--- src/rtl/credit_pkg.sv ---
// Shared constants and types for credit-based flow control between a producer
// and a remote fifo_flops instance.
package credit_pkg;

    localparam int DEF_FIFO_DEPTH = 13;
    localparam int DEF_CREDITS    = DEF_FIFO_DEPTH;
    localparam int DEF_CNT_WIDTH  = $clog2(DEF_CREDITS + 1);

    typedef logic [DEF_CNT_WIDTH-1:0] credit_cnt_t;

endpackage : credit_pkg

--- src/rtl/credit_counter.sv ---
// Saturating up/down counter with a sticky overflow flag. The count never
// leaves 0..MAX_VAL; an increment at MAX_VAL without a decrement is flagged.
module credit_counter #(
    parameter int WIDTH     = credit_pkg::DEF_CNT_WIDTH,
    parameter int MAX_VAL   = credit_pkg::DEF_CREDITS,
    parameter int RESET_VAL = credit_pkg::DEF_CREDITS
) (
    input  logic             clk,
    input  logic             rst,
    input  logic             dec,
    input  logic             inc,
    output logic [WIDTH-1:0] count,
    output logic [WIDTH-1:0] count_next,
    output logic             overflow
);

    localparam logic [WIDTH-1:0] MAX_C   = WIDTH'(MAX_VAL);
    localparam logic [WIDTH-1:0] RESET_C = WIDTH'(RESET_VAL);

    logic [WIDTH-1:0] count_r;
    logic [WIDTH:0]   sum_s;
    logic [WIDTH-1:0] count_next_s;
    logic             ovf_hit_s;
    logic             overflow_r;

    // Next count: the sum is formed one bit wider, then clamped at both ends.
    always_comb begin
        sum_s        = {1'b0, count_r} + {{WIDTH{1'b0}}, inc} - {{WIDTH{1'b0}}, dec};
        ovf_hit_s    = 1'b0;
        count_next_s = sum_s[WIDTH-1:0];
        if (inc && !dec && (count_r == MAX_C)) begin
            count_next_s = MAX_C;
            ovf_hit_s    = 1'b1;
        end else if (dec && !inc && (count_r == {WIDTH{1'b0}})) begin
            count_next_s = {WIDTH{1'b0}};
        end else begin
            count_next_s = sum_s[WIDTH-1:0];
        end
    end

    // Count register and sticky overflow; only rst clears the flag.
    always_ff @(posedge clk or posedge rst) begin
        if (rst) begin
            count_r    <= RESET_C;
            overflow_r <= 1'b0;
        end else begin
            count_r    <= count_next_s;
            overflow_r <= overflow_r | ovf_hit_s;
        end
    end

    assign count      = count_r;
    assign count_next = count_next_s;
    assign overflow   = overflow_r;

endmodule : credit_counter

--- src/rtl/credit_tx.sv ---
// Credit-based transmitter: accepts a word only while a credit is held and
// launches it to the remote FIFO on a registered strobe one cycle later.
module credit_tx
    import credit_pkg::*;
#(
    parameter int DATA_WIDTH = 8,
    parameter int CREDITS    = DEF_CREDITS,
    parameter int CNT_WIDTH  = DEF_CNT_WIDTH
) (
    input  logic                  clk,
    input  logic                  rst,
    input  logic                  push_valid,
    output logic                  push_ready,
    input  logic [DATA_WIDTH-1:0] push_data,
    output logic                  tx_valid,
    output logic [DATA_WIDTH-1:0] tx_data,
    input  logic                  credit_return,
    output logic [CNT_WIDTH-1:0]  credits,
    output logic [CNT_WIDTH-1:0]  credits_next,
    output logic                  no_credit,
    output logic                  idle,
    output logic                  credit_overflow
);

    localparam logic [CNT_WIDTH-1:0] FULL_C = CNT_WIDTH'(CREDITS);

    logic                  fire_s;
    logic                  tx_valid_r;
    logic [DATA_WIDTH-1:0] tx_data_r;

    credit_counter #(
        .WIDTH     (CNT_WIDTH),
        .MAX_VAL   (CREDITS),
        .RESET_VAL (CREDITS)
    ) u_credit_counter (
        .clk        (clk),
        .rst        (rst),
        .dec        (fire_s),
        .inc        (credit_return),
        .count      (credits),
        .count_next (credits_next),
        .overflow   (credit_overflow)
    );

    // Ready depends only on the registered count, never on this cycle's inputs.
    assign push_ready = (credits != {CNT_WIDTH{1'b0}});
    assign fire_s     = push_valid && push_ready;
    assign no_credit  = (credits == {CNT_WIDTH{1'b0}});
    assign idle       = (credits == FULL_C) && !tx_valid_r;

    // Launch register: one strobe per fire, payload held between fires.
    always_ff @(posedge clk or posedge rst) begin
        if (rst) begin
            tx_valid_r <= 1'b0;
            tx_data_r  <= {DATA_WIDTH{1'b0}};
        end else if (fire_s) begin
            tx_valid_r <= 1'b1;
            tx_data_r  <= push_data;
        end else begin
            tx_valid_r <= 1'b0;
            tx_data_r  <= tx_data_r;
        end
    end

    assign tx_valid = tx_valid_r;
    assign tx_data  = tx_data_r;

endmodule : credit_tx

--- config.mk ---
export PLATFORM = sky130hd
export DESIGN_NAME = credit_tx
export DESIGN_NICKNAME = d
export VERILOG_FILES = /design/src/rtl/credit_pkg.sv /design/src/rtl/credit_counter.sv /design/src/rtl/credit_tx.sv
export SDC_FILE = /design/constraint.sdc
export NUM_CORES = 1
export LEC_CHECK = 0
export ABC_CLOCK_PERIOD_IN_PS = 4600
export CAP_MARGIN = 20
export CORE_MARGIN = 10
export CORE_UTILIZATION = 43
export CTS_CLUSTER_SIZE = 28
export DETAILED_ROUTE_END_ITERATION = 7
export PLACE_DENSITY = 0.81
export SLEW_MARGIN = 20
export SYNTH_ARGS = -nofsm -noshare
export SYNTH_HDL_FRONTEND = slang
export SYNTH_HIERARCHICAL = 1
export SYNTH_SLANG_ARGS = --single-unit
--- constraint.sdc ---
create_clock -name clk -period 4.6 [get_ports clk]
set_input_delay 0.92 -clock clk [delete_from_list [all_inputs] [get_ports clk]]
set_output_delay 0.92 -clock clk [all_outputs]
set_load 0.02 [all_outputs]
==> results by group, run 1 <==
Outcome
  • Outcome: finished clean

Floorplan
  • Chip width: 61.40 microns
  • Boundary Pins: 33
  • Initial standard-cell utilization of the core: 47.27%
  • Number of rows in the core area: 14
  • Die ar.: 3770 sq um
  • Height of the die: 61.40 microns
  • Total core area: 1559 sq um

Worst setup path
  • Worst reg-to-reg setup slack: 2.17 ns
  • Cell chain of the critical path: clkdlybuf4s50_1 -> o41ai_4 -> inv_1 -> ha_1 -> inv_1 -> ha_1 -> inv_1 -> fa_1 -> a211oi_1 -> clkdlybuf4s50_1
  • Max incr delay on CP: 0.67 ns
  • Element type at the critical path start: input port
  • Cell family contributing the most delay on the critical path: buffers and inverters
  • Cells on worst reg2reg path: 8
  • Worst Path Class, Setup: in -> out
  • Category of the worst setup path capture point: output port
  • Biggest fanout along the worst timing path: 2
  • Required time of the critical path: 3.68 ns
  • Cell type of the slowest stage on the worst timing path: sky130_fd_sc_hd__clkdlybuf4s50_1
  • CP Buf/Inv Count: 5
  • Critical path data arrival time: 3.49 ns
  • Startpoint of the most critical register-to-register path: u_credit_counter/count[1]
  • Reg-to-reg critical path endpoint: u_credit_counter/count[1]
  • Cell occurring most often along the worst timing path: sky130_fd_sc_hd__inv_1

STA
  • Portion of the clock cycle consumed by the worst path in the final layout: 95.76%
  • Number of pins with negative max-slew slack in the final report: 0
  • Final worst-path setup slack: 0.1950 ns
  • RSZ-0062 raised after global routing: no
  • Endpoints failing setup: 0
  • Highest achievable clock rate: 0.2270 GHz
  • Hold Fails Final Rpt: 0
  • Post-route setup TNS: 0 ns
  • Time the final worst path needs with I/O delays and setup: 4.405 ns
  • Transition time at the pin with the least slew margin: 0.4330 ns
  • Worst relative slew slack: 71.13%
  • Worst setup skew after layout: 0.0008945 ns

Route
  • Post-route DRC violation count: 0
  • Number of vias per cell after detailed routing: 5.000
  • Detailed Routing Iterations Pass 1: 2
  • Starting DRC count in detailed routing: 8
  • Number of nets with antenna violations after detailed routing: 0
  • Number of vias after detailed routing: 560
  • Total wirelength of the detailed-routed design: 1.750 mm
  • Wirelength per Cell: 15.63 microns

Clock network
  • Source-to-sink clock delay at the later pin of the worst-skew pair: 0.27 ns
  • H-tree depth reported by CTS: 1
  • Maximum buffer depth of the clock tree: 2
  • Total number of clock tree sinks: 14
  • CTS Root Buffer Type: sky130_fd_sc_hd__clkbuf_4
  • Post-CTS Setup Bufs: 0
  • Cts-stage hold buffer count: 0
  • Number of clock buffers inserted by TritonCTS: 3
  • Number of instances resized during post-cts repair: 0
  • Clock tree from TritonCTS: built
  • Clk pin slew, worst setup/hold paths: 0.08 ns

Place
  • Last weighted congestion value of the routability-driven placer: 0.7181
  • HPWL after DPL: 1.524 mm
  • Count of buffers from port buffering: 32
  • Post-Place Cell Area: 1092 sq um
  • Worst slack at placement: 0.1931 ns
  • Placed instance count: 108

Global route
  • Pin count of the biggest net entering global routing: 10
  • First-pass GRT wire length: 2.677 mm
  • Initial antenna violation count: 0
  • Final global-route overflow total: 0
  • Overall routing resource usage: 10.05%
  • Via count of the first global-routing pass: 592

Worst hold path
  • Worst hold-check path type: reg -> reg
  • Worst hold path startpoint: u_credit_counter/overflow
  • Hold endpoint: u_credit_counter/overflow
  • Count of cells along the worst hold path: 1

Layout
  • Most used cells in the layout excluding fill and tap cells: sky130_fd_sc_hd__clkdlybuf4s50_1 (32), sky130_fd_sc_hd__inv_1 (11), sky130_fd_sc_hd__dfrtp_1 (11)
  • Net total in the final layout: 116
  • Relative area change from synthesis to final layout: 53.14%
  • Number of diodes added for antenna fixing: 0
  • Leading cell type in the layout, fill and taps excluded: sky130_fd_sc_hd__clkdlybuf4s50_1
  • Fin cells: 112
  • Final instance area: 1129 sq um
  • FILL cells: 121
  • Fraction of final layout cells with drive strength greater than 1: 22.92%

Logic synthesis
  • Yosys Warn Count: 6
  • Number of nets in the synthesized netlist: 77
  • Post-Synthesis Cells: 58
  • Netlist cell types: 22
  • Average size of a mapped cell: 12.71 sq um
  • #FFs+latches synth: 14
  • Combined area of all synthesized cells: 737.0 sq um
  • Part of the Yosys area used for sequential elements: 48.05%

Pwr
  • P per Cell Area: 786.7 nW/um^2
  • Leakage dissipation: 0.4998 nW
  • PnR Total Power: 0.0008878 W
  • Maximum ir drop on the vdd rail: 0.7311 mV

Job
  • Maximum capacitance violations: 0
per-layer routing:
| layer | part of all wire [%] | track usage, % | up-vias | routed length [microns] |
|---|---|---|---|---|
| li1 | - | - | 273 | - |
| met1 | 37 | 9.988 | 268 | 653 |
| met2 | 53 | 16.42 | 17 | 931 |
| met3 | 8.9 | 5.556 | 2 | 155 |
| met4 | 0.57 | 5.732 | 0 | 10 |
| met5 | 0 | 0 | - | 0 |
cell families after synthesis:
group / Yosys count / synth area share, %
AOI/OAI and AO/OA: 7 / 8.999
xor gates and xnor gates: 2 / 2.377
adders and majority gates: 7 / 12.90
buffers and inverters: 12 / 6.112
DFF: 14 / 48.05
muxes: 8 / 12.22
and+or+nand+nor: 8 / 9.338
cells in the mapped netlist:
master / number / area [sq um]
sky130_fd_sc_hd__dfrtp_1: 11 / 275.3
sky130_fd_sc_hd__inv_1: 11 / 41.29
sky130_fd_sc_hd__mux2_2: 8 / 90.09
sky130_fd_sc_hd__ha_1: 6 / 75.07
sky130_fd_sc_hd__dfstp_2: 3 / 78.83
sky130_fd_sc_hd__nand2_1: 2 / 7.510
sky130_fd_sc_hd__o21ai_1: 2 / 10.01
sky130_fd_sc_hd__a211oi_1: 1 / 7.510
sky130_fd_sc_hd__a21o_1: 1 / 7.510
sky130_fd_sc_hd__a21oi_2: 1 / 8.760
sky130_fd_sc_hd__fa_1: 1 / 20.02
sky130_fd_sc_hd__inv_2: 1 / 3.750
sky130_fd_sc_hd__nand2b_1: 1 / 6.260
sky130_fd_sc_hd__nand4b_1: 1 / 8.760
sky130_fd_sc_hd__nor2_1: 1 / 3.750
sky130_fd_sc_hd__nor4_1: 1 / 6.260
sky130_fd_sc_hd__nor4_2: 1 / 12.51
sky130_fd_sc_hd__nor4b_4: 1 / 23.77
sky130_fd_sc_hd__o21ai_0: 1 / 5.000
sky130_fd_sc_hd__o41ai_4: 1 / 27.53
sky130_fd_sc_hd__xnor2_1: 1 / 8.760
sky130_fd_sc_hd__xor2_1: 1 / 8.760
cell type report:
class / instances / area (sq um) / share of cell area [%]
clock buffer: 4 / 36.28 / 3.215
inverter: 12 / 45.04 / 3.991
multi-input combinational: 32 / 337.8 / 29.93
sequential: 14 / 354.1 / 31.37
tap: 16 / 20.02 / 1.774
timing repair buffer: 34 / 335.3 / 29.71
flip-flops by register name, indices dropped and copies added, names as in the netlist:
signal	flops
tx_data	8
u_credit_counter/count	4
tx_valid	1
u_credit_counter/overflow	1
stage by stage:
stage	util, %	hold slack [ns]
after floorplan	-	0.5815
after CTS	72.39	0.4841
after global placement	70.06	0.4528
after detailed placement	70.06	0.4600
after global routing	72.39	0.5142
final	72.39	0.4781
worst max path at each step:
stage | start | end | slack (ns) | cells after the start
3_5_place_dp | push_valid | credits_next[1] | 0.19 | 10
2_1_floorplan | u_credit_counter/count[1] | credits_next[1] | 0.73 | 8
6_report | push_valid | credits_next[1] | 0.19 | 10
5_1_grt | push_valid | credits_next[1] | 0.05 | 10
3_3_place_gp | push_valid | credits_next[1] | 0.25 | 10
4_1_cts | push_valid | credits_next[1] | 0.18 | 10
power breakdown:
part / internal, W / total, W / leakage (nW) / switching, W
clock network: 0.0000481 / 0.0000851 / 0.0210 / 0.0000370
logic: 0.000277 / 0.000562 / 0.319 / 0.000286
registers: 0.000180 / 0.000240 / 0.160 / 0.0000609
Note: power is estimated with default switching activity, not from simulation.
==> inputs of run 2 (changes only) <==
Settings changed: ABC_AREA set to 0, ABC_CLOCK_PERIOD_IN_PS 4600 to 3900, CORE_UTILIZATION 43 to 36, CTS_CLUSTER_SIZE 28 to 14, PLACE_DENSITY 0.81 to 0.72.
Clock period 4.6 ns to 3.9 ns, I/O delays scaled along.
==> results by group, run 2 (synthesis gave the netlist of run 1 again) <==
Outcome
  • Outcome: finished clean (unchanged)

Floorplan
  • Initial standard-cell utilization of the core: 37.56% (was 47.27%)
  • Chip width: 65.25 microns (was 61.40 microns)
  • Total core area: 1962 sq um (was 1559 sq um)
  • Height of the die: 65.25 microns (was 61.40 microns)
  • Boundary Pins: 33 (unchanged)
  • Die ar.: 4257 sq um (was 3770 sq um)
  • Number of rows in the core area: 16 (was 14)

Layout
  • Area occupied by multi-input gates: 342.8 sq um (was 337.8 sq um)
  • Net total in the final layout: 120 (was 116)
  • Final core area utilization: 59.12% (was 72.39%)
  • Number of diodes added for antenna fixing: 0 (unchanged)
  • Fraction of final layout cells with drive strength greater than 1: 27.00% (was 22.92%)
  • FILL cells: 178 (was 121)
  • Fin cells: 127 (was 112)
  • Leading cell type in the layout, fill and taps excluded: sky130_fd_sc_hd__clkdlybuf4s50_1 (unchanged)
  • Most used cells in the layout excluding fill and tap cells: sky130_fd_sc_hd__clkdlybuf4s50_1 (29), sky130_fd_sc_hd__inv_1 (11), sky130_fd_sc_hd__dfrtp_1 (11) (was sky130_fd_sc_hd__clkdlybuf4s50_1 (32), sky130_fd_sc_hd__inv_1 (11), sky130_fd_sc_hd__dfrtp_1 (11))
  • Max reg flops: 8 (unchanged)
  • Area used by sequential logic in the layout: 354.1 sq um (unchanged)
  • Relative area change from synthesis to final layout: 57.39% (was 53.14%)

Clock network
  • CTS Root Buffer Type: sky130_fd_sc_hd__clkbuf_4 (unchanged)
  • Clock tree from TritonCTS: built (unchanged)
  • Maximum buffer depth of the clock tree: 2 (unchanged)
  • Post-CTS Setup Bufs: 0 (unchanged)
  • Clk pin slew, worst setup/hold paths: 0.08 ns (about the same)
  • Number of clock buffers inserted by TritonCTS: 3 (unchanged)
  • Source-to-sink clock delay at the later pin of the worst-skew pair: 0.27 ns (about the same)
  • Total number of clock tree sinks: 14 (unchanged)
  • H-tree depth reported by CTS: 1 (unchanged)

Worst setup path
  • Worst Path Class, Setup: in -> out (unchanged)
  • Max incr delay on CP: 0.46 ns (was 0.67 ns)
  • Cell type of the slowest stage on the worst timing path: sky130_fd_sc_hd__clkdlybuf4s50_1 (unchanged)
  • Cell chain of the critical path: clkdlybuf4s50_1 -> o41ai_4 -> inv_1 -> ha_1 -> inv_1 -> ha_1 -> inv_1 -> fa_1 -> a211oi_2 -> dlygate4sd1_1 (was clkdlybuf4s50_1 -> o41ai_4 -> inv_1 -> ha_1 -> inv_1 -> ha_1 -> inv_1 -> fa_1 -> a211oi_1 -> clkdlybuf4s50_1)
  • Category of the worst setup path capture point: output port (unchanged)
  • Critical path data arrival time: 2.99 ns (was 3.49 ns)
  • Biggest fanout along the worst timing path: 2 (unchanged)
  • Element type at the critical path start: input port (unchanged)
  • Cell occurring most often along the worst timing path: sky130_fd_sc_hd__inv_1 (unchanged)
  • Required time of the critical path: 3.12 ns (was 3.68 ns)

STA
  • Post-route setup TNS: 0 ns (unchanged)
  • Final worst-path setup slack: 0.1257 ns (was 0.1950 ns)
  • Worst setup skew after layout: 0.003053 ns (was 0.0008945 ns)
  • Portion of the clock cycle consumed by the worst path in the final layout: 96.78%
  • Endpoints failing setup: 0 (unchanged)
  • RSZ-0062 raised after global routing: no (unchanged)
  • Final hold slack: 0.4757 ns (was 0.4781 ns)
  • Highest achievable clock rate: 0.2649 GHz
  • Number of pins with negative max-slew slack in the final report: 0 (unchanged)
  • Transition time at the pin with the least slew margin: 0.4146 ns (was 0.4330 ns)
  • Worst relative slew slack: 72.13% (was 71.13%)
  • Time the final worst path needs with I/O delays and setup: 3.774 ns
  • Hold Fails Final Rpt: 0 (unchanged)

Pwr
  • Leakage dissipation: 0.5180 nW (was 0.4998 nW)
  • P per Cell Area: 922.6 nW/um^2 (was 786.7 nW/um^2)
  • Maximum ir drop on the vdd rail: 0.8420 mV (was 0.7311 mV)

Route
  • Number of vias after detailed routing: 564 (was 560)
  • Number of vias per cell after detailed routing: 4.441 (was 5.000)
  • Starting DRC count in detailed routing: 9 (was 8)
  • Post-route DRC violation count: 0 (unchanged)
  • Number of nets with antenna violations after detailed routing: 0 (unchanged)
  • Wirelength per Cell: 14.56 microns (was 15.63 microns)
  • Detailed Routing Iterations Pass 1: 2 (unchanged)
  • Total wirelength of the detailed-routed design: 1.849 mm (was 1.750 mm)

Global route
  • Final global-route overflow total: 0 (unchanged)
  • First-pass GRT wire length: 2.918 mm (was 2.677 mm)
  • Pin count of the biggest net entering global routing: 10 (unchanged)
  • Overall routing resource usage: 8.628% (was 10.05%)
  • Initial antenna violation count: 0 (unchanged)
  • Via count of the first global-routing pass: 624 (was 592)

Place
  • HPWL after DPL: 1.526 mm (was 1.524 mm)
  • Worst slack at placement: -0.2846 ns (was 0.1931 ns)
  • Count of buffers from port buffering: 32 (unchanged)
  • Placed instance count: 123 (was 108)
  • Last weighted congestion value of the routability-driven placer: 0.7559 (was 0.7181)

Worst hold path
  • Worst hold-check path type: reg -> reg (unchanged)

Job
  • Maximum capacitance violations: 0 (unchanged)
## run 2: cell count changes in the layout (fill, tap and decap cells not counted), sizes merged
cell,previous run,this run
buf,2,6
clkbuf,4,5
dlygate4sd2,0,1
dlygate4sd1,0,1
clkdlybuf4s50,32,29
## run 2: metrics by stage
stage | power [W] | cell area [sq um]
after floorplan | 0.0006465 | 737.0
after global placement | 0.001018 | 1136
after detailed placement | 0.001029 | 1136
after CTS | 0.001082 | 1159
after global routing | 0.001153 | 1160
final | 0.001070 | 1160
## run 2: worst paths after layout
| kind | slack (ns) | from | to | cells after the start |
|---|---|---|---|---|
| setup / recovery | 0.13 | push_valid | credits_next[1] | 10 |
| hold / removal | 0.48 | u_credit_counter/overflow | u_credit_counter/overflow | 1 |
| setup reg to reg | 1.59 | u_credit_counter/count[1] | u_credit_counter/count[2] | 10 |
| hold reg to reg | 0.48 | u_credit_counter/overflow | u_credit_counter/overflow | 1 |
| max in group asynchronous | 2.84 | rst | tx_valid | 2 |
| min in group asynchronous | 0.72 | rst | u_credit_counter/count[1] | 2 |
## run 2: critical path: cells and delay by family
| kind | cells | cell delay [ns] |
|---|---|---|
| buffers and inverters | 5 | 1.02 |
| AO/OA/AOI/OAI | 2 | 0.28 |
| adder cells (fa/ha/maj) | 3 | 0.91 |
## run 2: what timing repair did
item	4_1_cts	5_1_grt
hold buffers	0	0
resized for setup	3	5
endpoints found under the setup margin	3	2
## run 2: layer usage
layer / wire, microns / global-route usage (%)
met5: 0 / 0
met4: 8 / 4.813
met3: 175 / 4.068
met2: 912 / 13.78
met1: 752 / 9.198
## run 2: area by class of cell
cell class	instances	area share [%]
well taps	27	2.913
inverters	12	3.884
flip-flops and latches	14	30.53
repair buffers	38	30.85
multi-input cells	32	29.56
clock buffers	4	2.265
## run 2: power by group
group / internal [W] / switching (W) / total, W
Combinational: 0.000341 / 0.000377 / 0.000719
Clock: 0.0000396 / 0.0000439 / 0.0000835
Sequential: 0.000212 / 0.0000557 / 0.000268
Total: 0.000593 / 0.000477 / 0.00107
